**src/rtl/sky_pkg.sv**
```systemverilog
// Shared types and constants for the night-sky layer.
// Used by the sky cycle sequencer and the moon/star drawer.
package sky_pkg;

  typedef enum logic [1:0] {
    SKY_DAY,
    SKY_DUSK,
    SKY_NIGHT,
    SKY_DAWN
  } sky_state_t;

  localparam logic [3:0] FADE_MAX    = 4'd15;
  localparam int         STAR_COUNT  = 3;
  localparam int         MOON_PHASES = 7;

endpackage

```
**src/rtl/sky_mod_counter.sv**
```systemverilog
// Modulo-N counter with enable, synchronous clear and a wrap pulse.
// Ports: clk, rst (async high), en, clr -> count, wrap (en on last value).
module sky_mod_counter #(
  parameter int N = 2,
  parameter int W = (N > 1) ? $clog2(N) : 1
) (
  input  logic         clk,
  input  logic         rst,
  input  logic         en,
  input  logic         clr,
  output logic [W-1:0] count,
  output logic         wrap
);

  // Wrap is combinational so the owner can act on the same edge.
  assign wrap = en && (count == W'(N - 1));

  always_ff @(posedge clk or posedge rst) begin
    if (rst) begin
      count <= '0;
    end else if (clr) begin
      count <= '0;
    end else if (en) begin
      count <= wrap ? '0 : count + 1'b1;
    end
  end

endmodule

```
**src/rtl/sky_cycle_ctrl.sv**
```systemverilog
// DAY/DUSK/NIGHT/DAWN sequencer driving the moon/star sprite drawer.
// Ports: Clk, Reset, frame_tick, run, force_day -> isnight, fade_level,
//        moon_phase, star_sel, phase_advance, sky_state.
module sky_cycle_ctrl
  import sky_pkg::*;
#(
  parameter int DAY_FRAMES     = 600,
  parameter int NIGHT_FRAMES   = 400,
  parameter int FADE_STEP      = 4,
  parameter int TWINKLE_FRAMES = 10,
  parameter int NUM_PHASES     = MOON_PHASES
) (
  input  logic       Clk,
  input  logic       Reset,
  input  logic       frame_tick,
  input  logic       run,
  input  logic       force_day,
  output logic       isnight,
  output logic [3:0] fade_level,
  output logic [2:0] moon_phase,
  output logic [1:0] star_sel,
  output logic       phase_advance,
  output sky_state_t sky_state
);

  localparam int FW = (FADE_STEP > 1) ? $clog2(FADE_STEP) : 1;
  localparam int TW = (TWINKLE_FRAMES > 1) ? $clog2(TWINKLE_FRAMES) : 1;

  sky_state_t     state;
  logic [15:0]    frame_cnt;
  logic           step;
  logic           leave;
  logic           fwrap;
  logic           twrap;
  logic           mwrap;
  logic           moon_en;
  logic [FW-1:0]  fstep_cnt;
  logic [TW-1:0]  twk_cnt;
  logic           unused_cnt;

  assign step      = frame_tick && run && !force_day;
  assign sky_state = state;
  assign isnight   = fade_level[3];

  // A fade phase ends on the fade-step wrap that would push past the end.
  always_comb begin
    leave = 1'b0;
    if (step) begin
      unique case (state)
        SKY_DAY:   leave = (frame_cnt == 16'(DAY_FRAMES - 1));
        SKY_DUSK:  leave = fwrap && (fade_level == FADE_MAX);
        SKY_NIGHT: leave = (frame_cnt == 16'(NIGHT_FRAMES - 1));
        SKY_DAWN:  leave = fwrap && (fade_level == 4'd0);
        default:   leave = 1'b0;
      endcase
    end
  end

  assign moon_en = leave && (state == SKY_DUSK);

  sky_mod_counter #(.N(FADE_STEP), .W(FW)) u_fade_step (
    .clk   (Clk),
    .rst   (Reset),
    .en    (step && (state == SKY_DUSK || state == SKY_DAWN)),
    .clr   (force_day || leave),
    .count (fstep_cnt),
    .wrap  (fwrap)
  );

  sky_mod_counter #(.N(TWINKLE_FRAMES), .W(TW)) u_twinkle (
    .clk   (Clk),
    .rst   (Reset),
    .en    (step && (state == SKY_NIGHT)),
    .clr   (force_day || leave || (state != SKY_NIGHT)),
    .count (twk_cnt),
    .wrap  (twrap)
  );

  sky_mod_counter #(.N(NUM_PHASES), .W(3)) u_moon (
    .clk   (Clk),
    .rst   (Reset),
    .en    (moon_en),
    .clr   (1'b0),
    .count (moon_phase),
    .wrap  (mwrap)
  );

  assign unused_cnt = ^{fstep_cnt, twk_cnt, mwrap};

  always_ff @(posedge Clk or posedge Reset) begin
    if (Reset) begin
      state         <= SKY_DAY;
      frame_cnt     <= '0;
      fade_level    <= '0;
      star_sel      <= '0;
      phase_advance <= 1'b0;
    end else if (force_day) begin
      state         <= SKY_DAY;
      frame_cnt     <= '0;
      fade_level    <= '0;
      star_sel      <= '0;
      phase_advance <= 1'b0;
    end else begin
      phase_advance <= moon_en;
      if (step) begin
        frame_cnt <= leave ? '0 : frame_cnt + 1'b1;
        unique case (state)
          SKY_DAY: begin
            if (leave) state <= SKY_DUSK;
          end
          SKY_DUSK: begin
            if (leave) begin
              state    <= SKY_NIGHT;
              star_sel <= '0;
            end else if (fwrap) begin
              fade_level <= fade_level + 1'b1;
            end
          end
          SKY_NIGHT: begin
            if (leave) begin
              state    <= SKY_DAWN;
              star_sel <= '0;
            end else if (twrap) begin
              star_sel <= (star_sel == 2'(STAR_COUNT - 1)) ?
                          '0 : star_sel + 1'b1;
            end
          end
          SKY_DAWN: begin
            if (leave) begin
              state <= SKY_DAY;
            end else if (fwrap) begin
              fade_level <= fade_level - 1'b1;
            end
          end
          default: state <= SKY_DAY;
        endcase
      end
    end
  end

endmodule

```
**config.mk**
```make
export PLATFORM = sky130hd
export DESIGN_NAME = sky_cycle_ctrl
export DESIGN_NICKNAME = d
export VERILOG_FILES = /design/src/rtl/sky_pkg.sv /design/src/rtl/sky_mod_counter.sv /design/src/rtl/sky_cycle_ctrl.sv
export SDC_FILE = /design/constraint.sdc
export NUM_CORES = 1
export LEC_CHECK = 0
export ABC_AREA = 1
export BUFFER_PORTS_ARGS = -buffer_cell sky130_fd_sc_hd__buf_2
export CORE_ASPECT_RATIO = 0.5
export CORE_MARGIN = 2
export CORE_UTILIZATION = 50
export CTS_CLUSTER_SIZE = 14
export DETAILED_ROUTE_END_ITERATION = 16
export PLACE_DENSITY_LB_ADDON = 0.05
export SETUP_SLACK_MARGIN = 0.2
export SYNTH_ARGS = -nofsm -noshare
export SYNTH_HDL_FRONTEND = slang
export SYNTH_SLANG_ARGS = --single-unit
```
**constraint.sdc**
```tcl
create_clock -name Clk -period 5.2 [get_ports Clk]
set_input_delay 0.26 -clock Clk [delete_from_list [all_inputs] [get_ports Clk]]
set_output_delay 0.26 -clock Clk [all_outputs]
set_load 0.02 [all_outputs]
```
Yosys cells after proc, flatten, opt, wreduce, memory -nomap -nowiden
Cells that the tools add are included.

word-level totals
  bits in registers = 34
  input port bits = 5
  output and inout port bits = 13
  logic and storage cells = 92

operators by class
  add/subtract/negate cells = 7
  eq/ne operators = 20
  muxes and demuxes = 33
  reductions and logical operators = 24

operators by type and width
  cell                                                                     count
  16-bit two-way mux                                                       3
  4-bit two-way mux                                                        9
  2-bit two-way mux                                                        14
  3-bit inequality test, second input constant                             8
  16-bit by 1-bit adder with 16-bit output, second input constant          1
  16-bit by 10-bit == test with 1-bit output, second input constant        1
  16-bit by 9-bit == test with 1-bit output, second input constant         1
  1-bit logical AND                                                        10
  4-bit by 1-bit adder with 4-bit output, second input constant            2
  2-bit == test, second input constant                                     4
  4-bit == test, second input constant                                     2
  2-bit case mux with 4 select lines                                       1
  4-bit case mux with 2 select lines                                       1
  6-bit AND reduction                                                      1
  2-bit nonzero test                                                       3
  3-bit nonzero test                                                       2
  5-bit AND reduction                                                      1
  2-bit by 1-bit adder with 2-bit output, second input constant            2
  4-bit logical NOT                                                        1
  4-bit by 3-bit inequality test with 1-bit output, second input constant  1
  1-bit case mux with 4 select lines                                       1
  2-bit case mux with 2 select lines                                       1
  4-bit AND reduction                                                      1
  4-bit by 1-bit subtractor with 4-bit output, second input constant       1
  other kinds (9)                                                          12

Depth between registers and ports, before layout
  depth after elaboration = 11
  mapped depth = 13
  gate-level depth less buffers = 13

By module
Synthesis repeated with hierarchy kept, for this count alone.

unflattened totals
  cell total of the unflattened synthesis = 304
  area total of the unflattened synthesis = 2,262.2 um^2

by module, submodules not included
  module                         instances  cells an instance  area each (um^2)  sequential area each (um^2)
  sky_cycle_ctrl                 1          226                1,689.1           625.6
  sky_mod_counter (u_twinkle)    1          39                 275.3             100.1
  sky_mod_counter (u_moon)       1          23                 180.2             75.1
  sky_mod_counter (u_fade_step)  1          16                 117.6             50.0

Worst setup path before layout
OpenSTA, ideal clock, no wires.

  path type = reg-to-reg
  start = reg state[1] (netlist: sky_state[1])
  end = reg state[0] (netlist: sky_state[0])
  library setup time = 83 ps
  data arrival time = 1,695 ps
  data required time = 5,117 ps
  path slack = 3,422 ps
  stages on the path, launching flop included = 14
  buffers on the path = 0
  path through = dfrtp_1 inv_1 ha_1 inv_1 nand2_1 nor2_1 nand2_1 nor2_1 nand3_2 nand3_2 inv_1 nand2_1 nand3_1 o21ai_0

on the way
  word-level cells in the longest chain between the ends = 9
  elaborated cells between the ends (all ways) = 19
  classes of those cells = eq/ne: 7; mux: 5; reduce/logical: 7

ends and longest elaborated chain
  what                                                                              line                                                               text
  start: declaration                                                                sky_cycle_ctrl.sv:29                                               sky_state_t state;
  start signal: assignment                                                          sky_cycle_ctrl.sv:92                                               state <= SKY_DAY;
  start signal: assignment                                                          sky_cycle_ctrl.sv:98                                               state <= SKY_DAY;
  start signal: assignment                                                          sky_cycle_ctrl.sv:109                                              if (leave) state <= SKY_DUSK;
  2-bit by 1-bit == test with 1-bit output / 2-bit == test (equally long branches)  sky_cycle_ctrl.sv:49, sky_cycle_ctrl.sv:64, sky_cycle_ctrl.sv:107
  1-bit logical OR                                                                  sky_cycle_ctrl.sv:64                                               .en (step && (state == SKY_DUSK || state == SKY_DAWN)),
  1-bit logical AND                                                                 sky_cycle_ctrl.sv:64
  1-bit logical AND                                                                 sky_mod_counter.sv:16                                              assign wrap = en && (count == W'(N - 1));
  1-bit logical AND (on tied branches)                                              sky_cycle_ctrl.sv:53, sky_cycle_ctrl.sv:51
  1-bit case mux with 4 select lines                                                sky_cycle_ctrl.sv:49                                               unique case (state)
  1-bit two-way mux                                                                 sky_cycle_ctrl.sv:48                                               if (step) begin
  3-bit inequality test (no source line)                                            n/a
  5-bit AND reduction (no source line)                                              n/a

Parallel ways exist; a longest one is shown, timed or not. The select of a mux whose other input is x is not followed.
A chain may end at the register's enable or synchronous reset.

Worst setup path in the final report
  start = reg state[0] (netlist: sky_state[0])
  end = reg state[0] (netlist: sky_state[0])

Same word-level chain as after synthesis.

==> flow_results.xml <==
<?xml version="1.0" encoding="UTF-8"?>
<metrics>
  <group name="placed_design">
    <metric name="hpwlAfterDp" unit="µm">3090</metric>
    <metric name="place_congestion" unit="">0.826</metric>
    <metric name="portBuffers" unit="">17</metric>
  </group>
  <group name="timing">
    <metric name="totalNegativeSetupSlack" unit="ns">0</metric>
    <metric name="max_clock_freq" unit="GHz">0.464</metric>
    <metric name="max_slew_margin_vs_limit" unit="%">70.5</metric>
    <metric name="unrepaired_setup_endpoints_after_global_routing" unit="">false</metric>
    <metric name="min_period_over_period" unit="%">41.4</metric>
    <metric name="final_layout_worst_hold_slack" unit="ns">0.0616</metric>
    <metric name="worst_pin_slew" unit="ns">0.443</metric>
    <metric name="min_period" unit="ns">2.15</metric>
    <metric name="worst_clock_skew" unit="ns">0.00419</metric>
    <metric name="report.final.setup_viol" unit="">0</metric>
    <metric name="max_transition_viols_final" unit="">0</metric>
    <metric name="final-hold-violation-count" unit="">0</metric>
  </group>
  <group name="pwr">
    <metric name="peakVddDrop" unit="mV">0.181</metric>
    <metric name="power_dens_cells" unit="nW/µm²">304</metric>
    <metric name="power_leakage" unit="nW">1.09</metric>
  </group>
  <group name="outcome">
    <metric name="outcome" unit="">complete, no violations</metric>
  </group>
  <group name="flow_run">
    <metric name="maxCapViolCount" unit="">0</metric>
  </group>
  <group name="cts">
    <metric name="cts_post_setup_buffers_inserted" unit="">0</metric>
    <metric name="tritoncts" unit="">done</metric>
    <metric name="clock_insertion_delay_worst_skew" unit="ns">0.29</metric>
    <metric name="clk_pin_slew_worst_paths" unit="ns">0.07</metric>
    <metric name="cts-buffers-inserted" unit="">5</metric>
    <metric name="clockRootBuffer" unit="">clkbuf_8</metric>
    <metric name="cts-root-to-sink-buffers" unit="">2</metric>
    <metric name="clock_sink_total" unit="">34</metric>
    <metric name="cts-hold-fix-buffers" unit="">0</metric>
    <metric name="cts.repair.resized" unit="">0</metric>
    <metric name="cts-htree-levels" unit="">2</metric>
  </group>
  <group name="critical_path">
    <metric name="r2r_slack" unit="ns">3.05</metric>
    <metric name="critPathRequiredTime" unit="ns">5.37</metric>
    <metric name="max_incr_delay_on_cp" unit="ns">0.42</metric>
    <metric name="worstSetupPathType" unit="">register to register</metric>
    <metric name="reg2reg_depth" unit="">11</metric>
    <metric name="critical_path.endpoint_type" unit="">register</metric>
    <metric name="cp.arrival" unit="ns">2.33</metric>
    <metric name="worstSetupStartpointType" unit="">register</metric>
    <metric name="crit_fanout" unit="">13</metric>
    <metric name="worst_path_max_delay_cell" unit="">dfrtp_1</metric>
    <metric name="crit_chain" unit="">ha_1, inv_1, nand2_1, nand2_2, nor2_2, nand2_2, nand3_2, inv_1, nand2_1, nand3_1, o21ai_0</metric>
  </group>
  <group name="detailed_routing">
    <metric name="ant_nets" unit="">0</metric>
    <metric name="drt_pass1_iterations" unit="">4</metric>
    <metric name="routed-via-count" unit="">1700</metric>
    <metric name="drc" unit="">0</metric>
    <metric name="routed_length_per_instance" unit="µm">12.7</metric>
    <metric name="starting_drt_drc_count" unit="">63</metric>
    <metric name="detail_route.vias_per_cell" unit="">5.07</metric>
    <metric name="finalWirelength" unit="µm">4250</metric>
  </group>
  <group name="final_layout">
    <metric name="area_delta_synth_final" unit="%">10.4</metric>
    <metric name="n_antenna_cell" unit="">0</metric>
    <metric name="fin_nets" unit="">298</metric>
    <metric name="post_route_cells_drive_above_1_share" unit="%">14.9</metric>
  </group>
  <group name="yosys">
    <metric name="syn-mean-instance-area" unit="µm²">8.04</metric>
    <metric name="synth.top_cells.by_area" unit="">dfrtp_1, nand2_1, inv_1, ha_1, nor2_1</metric>
    <metric name="yosys_warnings" unit="">0</metric>
    <metric name="synth.lib_cells_used.distinct" unit="">31</metric>
    <metric name="ys_async_sr_fraction" unit="%">100</metric>
    <metric name="cell_type_with_the_largest_total_area_after_synthesis" unit="">dfrtp_1</metric>
    <metric name="synth_top_flop_cell" unit="">dfrtp_1</metric>
    <metric name="synth.net_count" unit="">277</metric>
    <metric name="post-synth-top-count-cell" unit="">nand2_1</metric>
    <metric name="count_of_state_elements_after_synthesis" unit="">34</metric>
    <metric name="synth_area" unit="µm²">2080</metric>
    <metric name="syn_inst" unit="">259</metric>
    <metric name="synth_largest_type_area_fraction" unit="%">40.9</metric>
    <metric name="synth_commonest_cells" unit="">nand2_1, inv_1, dfrtp_1</metric>
    <metric name="synth-seq-area-share" unit="%">40.9</metric>
    <metric name="count_of_flip_flops_with_a_built_in_enable_after_synthesis" unit="">0</metric>
  </group>
  <group name="global_routing">
    <metric name="grt_use_total" unit="%">20.7</metric>
    <metric name="grt_start_max_net_pins" unit="">35</metric>
    <metric name="overflow" unit="">0</metric>
    <metric name="antenna_found_initial" unit="">0</metric>
    <metric name="grt_pass1_wl" unit="µm">7470</metric>
    <metric name="via_count_of_the_first_global_routing_pass" unit="">1654</metric>
  </group>
  <group name="floorplanning">
    <metric name="placement_rows" unit="">16</metric>
    <metric name="dieArea" unit="µm²">4730</metric>
    <metric name="start_util" unit="%">52.8</metric>
    <metric name="ports" unit="">18</metric>
    <metric name="die_width" unit="µm">95.3</metric>
    <metric name="chipHeight" unit="µm">49.6</metric>
    <metric name="core" unit="µm²">3940</metric>
  </group>
  <group name="worst_hold_path">
    <metric name="min-delay-path-class" unit="">primary input to asynchronous set/reset pin</metric>
  </group>
</metrics>
## worst paths after layout
check / start / to
max: sky_state[0] / sky_state[0]
min: Reset / u_moon.count[1]
max reg2reg: sky_state[0] / sky_state[0]
min reg2reg: frame_cnt[0] / frame_cnt[0]
max in group asynchronous: Reset / frame_cnt[8]
min in group Clk: force_day / fade_level[1]
## per-stage QoR
step / power, mW / instance area [µm²] / std cells / setup slack, ns / util, %
after floorplan: 0.448 / 2080 / 259 / 3.42 / -
after global placement: 0.493 / 2210 / 327 / 3.18 / 56.0
after detailed placement: 0.498 / 2210 / 327 / 3.07 / 56.0
after CTS: 0.705 / 2300 / 335 / 3.05 / 58.3
after global routing: 0.748 / 2300 / 335 / 2.77 / 58.3
final: 0.699 / 2300 / 335 / 3.05 / 58.3
## state kept, by name, indices dropped and copies added (netlist names)
register	cells
u_fade_step.count	2
u_moon.count	3
sky_state	2
star_sel	2
frame_cnt	16
phase_advance	1
fade_level	4
u_twinkle.count	4
## metal layers
metal / GRT usage, % / up-vias / routed length (µm)
li1: - / 867 / -
met3: 5.50 / 7 / 146
met4: 6.52 / 0 / 43
met2: 30.0 / 21 / 1810
met5: 0 / - / 0
met1: 30.0 / 805 / 2250
## report_power, final
group          switching, mW  internal (mW)  leakage [nW]
clock                  0.100          0.107        0.0482
combinational          0.124         0.0643         0.575
sequential            0.0208          0.283         0.469
## cell families (layout without fill, tap and decap cells)
family	count (synthesis)	count (layout)	synth area share, %
AOI/OAI and AO/OA	27	27	7.21
xor gates and xnor gates	13	13	5.47
adders and majority gates	13	13	8.17
buffers and inverters	47	69	9.44
DFF	34	34	40.9
and+or+nand+nor	125	125	28.8
## worst max-delay path: cells and delay by family, from the launching register on
| kind | cells | cell delay (ns) |
|---|---|---|
| AND/OR/NAND/NOR | 7 | 0.92 |
| AO/OA/AOI/OAI | 1 | 0.07 |
| flip-flops | 1 | 0.42 |
| buffers and inverters | 2 | 0.36 |
| adder cells (fa/ha/maj) | 1 | 0.26 |
## cell type report
type	count	area [µm²]
clock inverter	1	5.00
fill	365	1650
clock buffer	7	86.3
multi-input combinational	178	1030
sequential	34	851
timing repair buffer	18	92.6
tap	54	67.6
inverter	43	161
## layout by cell type (no fill, tap or decap), types with 2 or more instances in the layout
cell type,synthesis,final
o31ai_1,2,2
nand4_1,10,10
dfrtp_1,34,34
ha_1,12,12
nor3_2,2,2
nand3_1,14,14
o22ai_1,5,5
clkbuf_8,0,6
xor2_1,11,11
nor2_1,30,30
nand2_2,4,4
nor3_1,3,3
o21ai_0,12,12
inv_1,41,41
nor4_1,2,2
nand3b_1,3,3
a21oi_1,6,6
inv_2,2,2
nor2_2,3,3
nand2_1,47,47
buf_2,1,17
nand3_2,3,3
xnor2_1,2,2
Power figures use the tool's default switching activity.
